$ cat src/rtl/ioshim_pkg.sv
// ioshim_pkg -- shared constants and types for the ioshim_memport block.
//   ADDR_W         : word-address width of both request ports
//   DATA_W         : RAM word width
//   N_LANES        : number of byte-write lanes per word
//   STARVE_MAX_DEF : default bound on host wait cycles while the CPU owns the RAM
//   port_state_e   : per-port request FSM state
package ioshim_pkg;

    localparam int ADDR_W         = 11;
    localparam int DATA_W         = 16;
    localparam int N_LANES        = DATA_W / 8;
    localparam int STARVE_MAX_DEF = 4;

    typedef enum logic {
        PORT_IDLE = 1'b0,
        PORT_BUSY = 1'b1
    } port_state_e;

endpackage

$ cat src/rtl/ioshim_memport_ram.sv
// ioshim_memport_ram -- synchronous single-port RAM, DATA_W bits wide, with
// one write enable per byte lane and a registered (1-cycle) read.
// Contents are never reset. The read register captures the old word on a
// write cycle (read-first); callers ignore rdata after writes.
//   clk   : clock
//   en    : access strobe (read always, write on enabled lanes)
//   we    : byte-lane write enables
//   addr  : word index
//   wdata : write data
//   rdata : read data, valid the cycle after an enabled access
module ioshim_memport_ram
    import ioshim_pkg::*;
#(
    parameter int MEMSIZE = 128,
    parameter int IDX_W   = $clog2(MEMSIZE)
) (
    input  logic               clk,
    input  logic               en,
    input  logic [N_LANES-1:0] we,
    input  logic [IDX_W-1:0]   addr,
    input  logic [DATA_W-1:0]  wdata,
    output logic [DATA_W-1:0]  rdata
);

    // One byte-wide array per lane keeps each lane a plain inferred RAM.
    genvar gi;
    generate
        for (gi = 0; gi < N_LANES; gi++) begin : g_lane
            logic [7:0] mem_q [MEMSIZE];
            logic [7:0] rdata_q;

            always_ff @(posedge clk) begin
                if (en) begin
                    if (we[gi]) begin
                        mem_q[addr] <= wdata[gi*8 +: 8];
                    end
                    rdata_q <= mem_q[addr];
                end
            end

            assign rdata[gi*8 +: 8] = rdata_q;
        end
    endgenerate

endmodule

$ cat src/rtl/ioshim_memport.sv
// ioshim_memport -- shares one single-port RAM between a host (memio) port
// and a CPU port. Each port runs a two-state IDLE/BUSY FSM: a request
// accepted at an edge completes with a one-cycle done pulse in the next
// cycle, with read data valid alongside it and held until the next read
// completion on that port. The CPU wins simultaneous requests unless the
// host has already waited STARVE_MAX cycles.
// Optional feature: define IOSHIM_MEMPORT_STATS_EN to count arbitration
// conflicts in conflict_cnt; otherwise conflict_cnt is tied to zero.
//   clk, resetn                     : clock, asynchronous active-low reset
//   memio_rd/wr/addr/wdata          : host request (wr = byte lanes, wins over rd)
//   memio_rdata, memio_done         : host read data, completion pulse
//   cpu_rd/wr/addr/wdata            : CPU request
//   cpu_rdata, cpu_done             : CPU read data, completion pulse
//   conflict_cnt                    : saturating count of both-port contention edges
module ioshim_memport
    import ioshim_pkg::*;
#(
    parameter int MEMSIZE    = 128,
    parameter int STARVE_MAX = STARVE_MAX_DEF
) (
    input  logic               clk,
    input  logic               resetn,
    input  logic               memio_rd,
    input  logic [1:0]         memio_wr,
    input  logic [ADDR_W-1:0]  memio_addr,
    input  logic [DATA_W-1:0]  memio_wdata,
    output logic [DATA_W-1:0]  memio_rdata,
    output logic               memio_done,
    input  logic               cpu_rd,
    input  logic [1:0]         cpu_wr,
    input  logic [ADDR_W-1:0]  cpu_addr,
    input  logic [DATA_W-1:0]  cpu_wdata,
    output logic [DATA_W-1:0]  cpu_rdata,
    output logic               cpu_done,
    output logic [15:0]        conflict_cnt
);

    localparam int IDX_W  = $clog2(MEMSIZE);
    localparam int WAIT_W = $clog2(STARVE_MAX + 2);
    localparam int HOST   = 0;
    localparam int CPU    = 1;

    // Port-indexed views of the two request interfaces.
    logic [1:0]                 rd_req;
    logic [1:0][N_LANES-1:0]    wr_req;
    logic [1:0][ADDR_W-1:0]     addr_req;
    logic [1:0][DATA_W-1:0]     wdata_req;
    logic [1:0][DATA_W-1:0]     rdata_mux;
    logic [1:0]                 cand;
    logic [1:0]                 grant;
    logic [1:0]                 oob;
    logic [1:0]                 done;

    logic [WAIT_W-1:0]          wait_q, wait_d;
    logic                       host_first;
    logic                       sel;
    logic [N_LANES-1:0]         ram_we;
    logic [DATA_W-1:0]          ram_rdata;

    assign rd_req    = {cpu_rd, memio_rd};
    assign wr_req    = {cpu_wr, memio_wr};
    assign addr_req  = {cpu_addr, memio_addr};
    assign wdata_req = {cpu_wdata, memio_wdata};

    genvar gi;
    generate
        for (gi = 0; gi < 2; gi++) begin : g_port
            port_state_e       state_q, state_d;
            logic              is_rd_q;
            logic              oob_q;
            logic [DATA_W-1:0] hold_q;
            logic              rd_done;
            logic [DATA_W-1:0] rd_value;

            // Out-of-range accesses still complete; they just never touch the RAM.
            assign oob[gi]   = 32'(addr_req[gi]) >= MEMSIZE;
            // A BUSY port is never a candidate, so a held request is
            // re-accepted only after the done cycle has ended.
            assign cand[gi]  = (rd_req[gi] | (|wr_req[gi])) & (state_q == PORT_IDLE);
            assign state_d   = grant[gi] ? PORT_BUSY : PORT_IDLE;
            assign done[gi]  = (state_q == PORT_BUSY);
            assign rd_done   = (state_q == PORT_BUSY) & is_rd_q;
            assign rd_value  = oob_q ? '0 : ram_rdata;
            // Read data is shown live in the done cycle, then held.
            assign rdata_mux[gi] = rd_done ? rd_value : hold_q;

            always_ff @(posedge clk or negedge resetn) begin
                if (!resetn) begin
                    state_q <= PORT_IDLE;
                    is_rd_q <= 1'b0;
                    oob_q   <= 1'b0;
                    hold_q  <= '0;
                end else begin
                    state_q <= state_d;
                    if (grant[gi]) begin
                        is_rd_q <= (wr_req[gi] == '0);
                        oob_q   <= oob[gi];
                    end
                    if (rd_done) begin
                        hold_q <= rd_value;
                    end
                end
            end
        end
    endgenerate

    // One grant per edge: CPU by default, host once it has waited long enough.
    always_comb begin
        grant      = '0;
        host_first = (wait_q == WAIT_W'(STARVE_MAX));
        grant[HOST] = cand[HOST] & (~cand[CPU] | host_first);
        grant[CPU]  = cand[CPU] & ~grant[HOST];
    end

    always_comb begin
        wait_d = wait_q;
        if (grant[HOST]) begin
            wait_d = '0;
        end else if (cand[HOST] && !host_first) begin
            wait_d = wait_q + 1'b1;
        end
    end

    always_ff @(posedge clk or negedge resetn) begin
        if (!resetn) begin
            wait_q <= '0;
        end else begin
            wait_q <= wait_d;
        end
    end

    assign sel    = grant[CPU];
    assign ram_we = ((|grant) && !oob[sel]) ? wr_req[sel] : '0;

    ioshim_memport_ram #(
        .MEMSIZE (MEMSIZE),
        .IDX_W   (IDX_W)
    ) u_ram (
        .clk   (clk),
        .en    (|grant),
        .we    (ram_we),
        .addr  (addr_req[sel][IDX_W-1:0]),
        .wdata (wdata_req[sel]),
        .rdata (ram_rdata)
    );

    assign memio_rdata = rdata_mux[HOST];
    assign memio_done  = done[HOST];
    assign cpu_rdata   = rdata_mux[CPU];
    assign cpu_done    = done[CPU];

`ifdef IOSHIM_MEMPORT_STATS_EN
    logic [15:0] conflict_q;

    always_ff @(posedge clk or negedge resetn) begin
        if (!resetn) begin
            conflict_q <= '0;
        end else if ((&cand) && (conflict_q != 16'hFFFF)) begin
            conflict_q <= conflict_q + 16'd1;
        end
    end

    assign conflict_cnt = conflict_q;
`else
    assign conflict_cnt = '0;
`endif

endmodule
$ cat config.mk
export PLATFORM = sky130hd
export DESIGN_NAME = ioshim_memport
export DESIGN_NICKNAME = d
export VERILOG_FILES = /design/src/rtl/ioshim_pkg.sv /design/src/rtl/ioshim_memport_ram.sv /design/src/rtl/ioshim_memport.sv
export SDC_FILE = /design/constraint.sdc
export NUM_CORES = 2
export LEC_CHECK = 0
export CORE_AREA = 2 2 530 269
export DETAILED_ROUTE_END_ITERATION = 10
export DIE_AREA = 0 0 532 271
export PLACE_DENSITY_LB_ADDON = 0.12
export SLEW_MARGIN = 0
export SYNTH_ARGS = -nofsm -noshare
export SYNTH_HDL_FRONTEND = slang
export SYNTH_SLANG_ARGS = --single-unit
export TNS_END_PERCENT = 1
$ cat constraint.sdc
create_clock -name clk -period 3.99 [get_ports clk]
set_input_delay 0.798 -clock clk [delete_from_list [all_inputs] [get_ports clk]]
set_output_delay 0.798 -clock clk [all_outputs]
set_load 0.01 [all_outputs]
==> run summary <==
The number of buffers inserted by port buffering came out at 95. The layout overhead on the synthesized area came out at 20.5%. After Yosys synthesis, and, or, nand and nor cells account for 2.85% of the synthesized area. For this design the ratio of total power to cell area is 565 nW/um2. The nature of the critical path endpoint is a register.

In the final routing, the length of wire on met1 measures 100,000 um. The transition at the pin with the smallest max-transition slack is 1.09 ns. The overall die area is 144,000 um2.

Summed over all instances, the cell type with the most area after synthesis is edfxtp_1. The largest net degree at the start of global routing came out at 129. After synthesis, flip-flops and latches occupy 81.1% of the total area. Counting both buffers and inverters, the worst setup path holds a total of 4. Ranked by total cell area, the synthesized netlist is headed by edfxtp_1 (80%), a22oi_1 (8.9%), a41oi_1 (2.4%). The met3 wire length is 41,800 um.

The number of buffers created by CTS came out at 179. The upper clock frequency limit came out at 0.256 GHz. The vertical extent of the die is 271 um.

The floorplan has 97 rows. Summed over its instances, the top area cell type makes up 79.8% of the synthesized netlist area. The warning count from the yosys run is 0. The global placer's final weighted congestion came out at 0.927.

The count of unique library cells instantiated by Yosys is 52. The design draws 52,900 uW. For this run, the detailed router's first-pass iteration total came to 6. The proportion of layout cells with a drive suffix above 1 came out at 22.1%. The required time of the worst setup path is 4.52 ns. The dominant combinational cell family by area after synthesis is compound AO/OA/AOI/OAI gates. The parity-gate share of the synthesized area counting xor and xnor cells is 0%. The end-of-flow core utilization came out at 67.3%.

Of the post-synthesis cell area, the part taken by muxes is 0.470%. The count of boundary I/O pins is 112. The startpoint identified for the worst register-to-register timing path is wait_q[0]$_DFFE_PN0P_. The minimum setup slack among reg-to-reg paths came out at 0.09 ns. On the critical path, the stage with the largest delay is an instance of or4_1. In this run the clock root is driven by a clkbuf_16. In this design, the critical path's most frequently occurring cell is buf_4.

The final HPWL from detailed placement is 158,000 um. In this run the worst setup path terminates at u_ram.g_lane[1].rdata_q[6]$_DFFE_PN_. Of the total power, the clock network draws 31.6%. The start point of the critical path is wait_q[0]$_DFFE_PN0P_. The signal on the critical path passes through inv_1, ha_1, nand2_1, o311ai_4, buf_12, buf_4, buf_4, mux2i_4, or2_2, o32ai_1, or4_1, o41ai_2, nand4_1. The final cell count without fillers came out at 7,225. The number of instances in the synthesized netlist came out at 4,391. The source-to-sink clock delay at the later pin of the worst-skew pair came out at 0.81 ns.

The die is 532 um wide. The mean area per synthesized cell came out at 17.7 um2. The worst setup path is launched from a register. Setup repair after global routing could not meet its margin everywhere. In this run the worst hold path is classified as in2async.

The initial antenna violation count came out at 7. Global routing used 32.5% of the available tracks across all layers. The remaining global-route overflow came out at 0. In this run the tightest slew margin relative to its limit is 27.3%.

The clock arrives with 0.0228 ns of skew. The fraction of the mapped netlist area in compound gates is 13.7%. The max-cap check violation count is 0. VDD sags by at most 487 uV. In this design, the stage delay of the slowest critical-path cell is 0.64 ns. The buffer count from post-CTS setup fixing came out at 0. The core area is 139,000 um2. The placed instance count came out at 6,917. In this run, synthesis inferred 2,064 flip-flops with an integrated enable. In the routed layout, each cell is associated on average with a via count of 6.65. Among cell families on the critical path, the largest total delay comes from simple AND/OR/NAND/NOR gates. The internal portion of total power came out at 38,400 uW. The overall via count from detail_route came out at 48.1k. The final number of setup-violating endpoints came out at 0. The number of levels the H-tree was split into came out at 4.

The number of cell instances on the worst register-to-register path came out at 13. Combinational logic burns 18.1% of the power. After synthesis the netlist holds a flip-flop and latch count of 2,105. Across all hold checks on the routed design, the worst slack comes to 0.150 ns. Subtracting the final worst setup slack from the clock period gives 3.90 ns. The share of synthesized flip-flops with an asynchronous set or reset is 1.95%. The clock-pin transition on the worst setup and hold timing paths is 0.07 ns.

The net count of the finished layout came out at 5,281. The initial cell density of the core came out at 55.8%. For the worst setup path, the data arrival time is 4.43 ns.

Counting buffers and inverters, the worst setup path is 13 cells deep. The total count of max-transition violations in the final report was 0. The cell area that synthesis handed to floorplanning was 77,700 um2. The switching power of the nets came out at 14,500 uW.

The number of nets with antenna violations after detailed routing came out at 0. The library cell used most frequently in the layout, excluding fill and tap cells, is edfxtp_1. The number of clock sinks came out at 2,105. The detailed router used layers up to and including met5. The share of the clock period used by the worst path after layout is 97.8%.

The number of hold-slack violations in the final timing report was 0. The routed wire length came out at 236,000 um. The TritonCTS clock tree is yes. The most used flip-flop cell after synthesis is edfxtp_1. In this run the critical register-to-register path is captured at u_ram.g_lane[1].rdata_q[6]$_DFFE_PN_. The synthesized netlist devotes 0.0322% of its cell area to adder and majority cells.

Fill cells in the final layout number 9,307. The top cell types in the final layout, fill and taps aside, are edfxtp_1 (2,064), a22oi_1 (920), buf_4 (747). The flow ran to the end, and the final reports show no timing, DRC or antenna violations. The violation count after the first detailed-route iteration came out at 7,994.

Per report_power, the sequential group accounts for 50.2% of the total. The leakage dissipation came out at 0.0297 uW. The number of hold-repair buffers added at the cts stage came out at 0. Counting along the longest clock path gives a buffer depth of 4. In the routed design, unresolved DRC markers number 0.

The sum of met2 wire segment lengths after detailed routing is 90,300 um. The via count of the first global-routing pass is 44.9k. The net switching fraction of the power came out at 27.4%. The biggest fanout along the worst timing path is 9. The detailed-route wire length per cell is 32.7 um. The setup path with the least slack is of type reg2reg. The global-route wire length before repair came out at 333,000 um.
stage by stage:
stage | setup slack [ns] | area, um2 | TNS (ns)
2_1_floorplan | -0.408 | 77800 | -558.28
3_3_place_gp | -1.50 | 88100 | -121.60
3_5_place_dp | -0.886 | 88100 | -139.06
4_1_cts | 0.00737 | 93500 | 0
5_1_grt | -0.0588 | 93600 | -0.106
6_report | 0.0889 | 93600 | 0
power groups by stage:
stage	Clock (uW)	Sequential (uW)	Combinational [uW]
after floorplan	0	27200	3720
after global placement	0	27100	9110
after detailed placement	0	27100	9260
after CTS	16800	26600	9300
after global routing	17700	26600	10000
final	16700	26600	9600
state kept, by name (all words and copies together) (netlist names):
signal / flops
u_ram.g_lane.mem_q: 2048
g_port.hold_q: 32
u_ram.g_lane.rdata_q: 16
wait_q: 3
g_port.is_rd_q: 2
g_port.oob_q: 2
cpu_done: 1
memio_done: 1
logic make-up (layout without fill, tap and decap cells):
family | Yosys count | count (layout)
and+or+nand+nor | 525 | 525
buffers and inverters | 340 | 1275
DFF | 2105 | 2105
other | 1 | 19
AOI/OAI and AO/OA | 1384 | 1384
muxes | 34 | 34
adders and majority gates | 2 | 2
metal layers:
| layer | vias up | track usage, % |
|---|---|---|
| li1 | 20000 | - |
| met1 | 24500 | 51.3 |
| met2 | 3275 | 40.0 |
| met3 | 280 | 16.3 |
| met4 | 4 | 5.56 |
| met5 | - | 0 |
worst reg2reg max path, delay by kind of cell (launching register included):
| kind | cells | cell delay [ns] |
|---|---|---|
| buffers and inverters | 4 | 0.69 |
| multiplexers | 1 | 0.36 |
| AND/OR/NAND/NOR | 4 | 1.09 |
| flip-flops | 1 | 0.38 |
| AO/OA/AOI/OAI | 3 | 0.92 |
| adder cells (fa/ha/maj) | 1 | 0.19 |
worst min-delay path by stage:
stage / from / to / slack (ns) / cells past startpoint
2_1_floorplan: g_port[1].is_rd_q$_DFFE_PN0N_ / g_port[1].is_rd_q$_DFFE_PN0N_ / 0.45 / 2
3_3_place_gp: g_port[1].is_rd_q$_DFFE_PN0N_ / g_port[1].is_rd_q$_DFFE_PN0N_ / 0.46 / 2
3_5_place_dp: g_port[1].hold_q[14]$_DFF_PN0_ / g_port[1].hold_q[14]$_DFF_PN0_ / 0.48 / 2
4_1_cts: resetn / g_port[1].hold_q[7]$_DFF_PN0_ / 0.16 / 1
5_1_grt: resetn / g_port[0].hold_q[8]$_DFF_PN0_ / 0.22 / 1
6_report: resetn / g_port[0].hold_q[3]$_DFF_PN0_ / 0.15 / 1
repair_timing:
| action | in CTS | in global routing |
|---|---|---|
| endpoints found under the setup margin | 7 | 45 |
| gates cloned | 0 | 0 |
| pin swaps | 0 | 1 |
| gates resized for setup | 8 | 21 |
synth_stat cells, types with 6 or more instances:
| master | count |
|---|---|
| o2111ai_1 | 17 |
| buf_1 | 11 |
| edfxtp_1 | 2064 |
| a32oi_1 | 7 |
| nor2_1 | 280 |
| a22oi_1 | 921 |
| inv_1 | 6 |
| or2_2 | 6 |
| a221oi_1 | 37 |
| a31oi_1 | 38 |
| a22o_1 | 37 |
| nor4_1 | 17 |
| dfrtp_1 | 41 |
| nand3b_1 | 7 |
| o21ai_0 | 38 |
| nand2b_1 | 37 |
| nand3_1 | 7 |
| mux2i_1 | 25 |
| buf_4 | 17 |
| nand2_1 | 151 |
| a21oi_1 | 14 |
| buf_2 | 44 |
| a41oi_1 | 211 |
| clkbuf_1 | 259 |
| o41ai_1 | 48 |
area by class of cell:
| type | instances | area (um2) | area share, % |
|---|---|---|---|
| repair buffers | 963 | 8980 | 9.59 |
| flip-flops and latches | 2105 | 63000 | 67.3 |
| clock inverters | 71 | 537 | 0.573 |
| well taps | 1881 | 2350 | 2.51 |
| inverters | 7 | 26.3 | 0.0281 |
| diodes | 3 | 7.51 | 0.00802 |
| multi-input cells | 1961 | 13900 | 14.9 |
| clock buffers | 234 | 4810 | 5.14 |
Note: power is estimated with default switching activity, not from simulation.
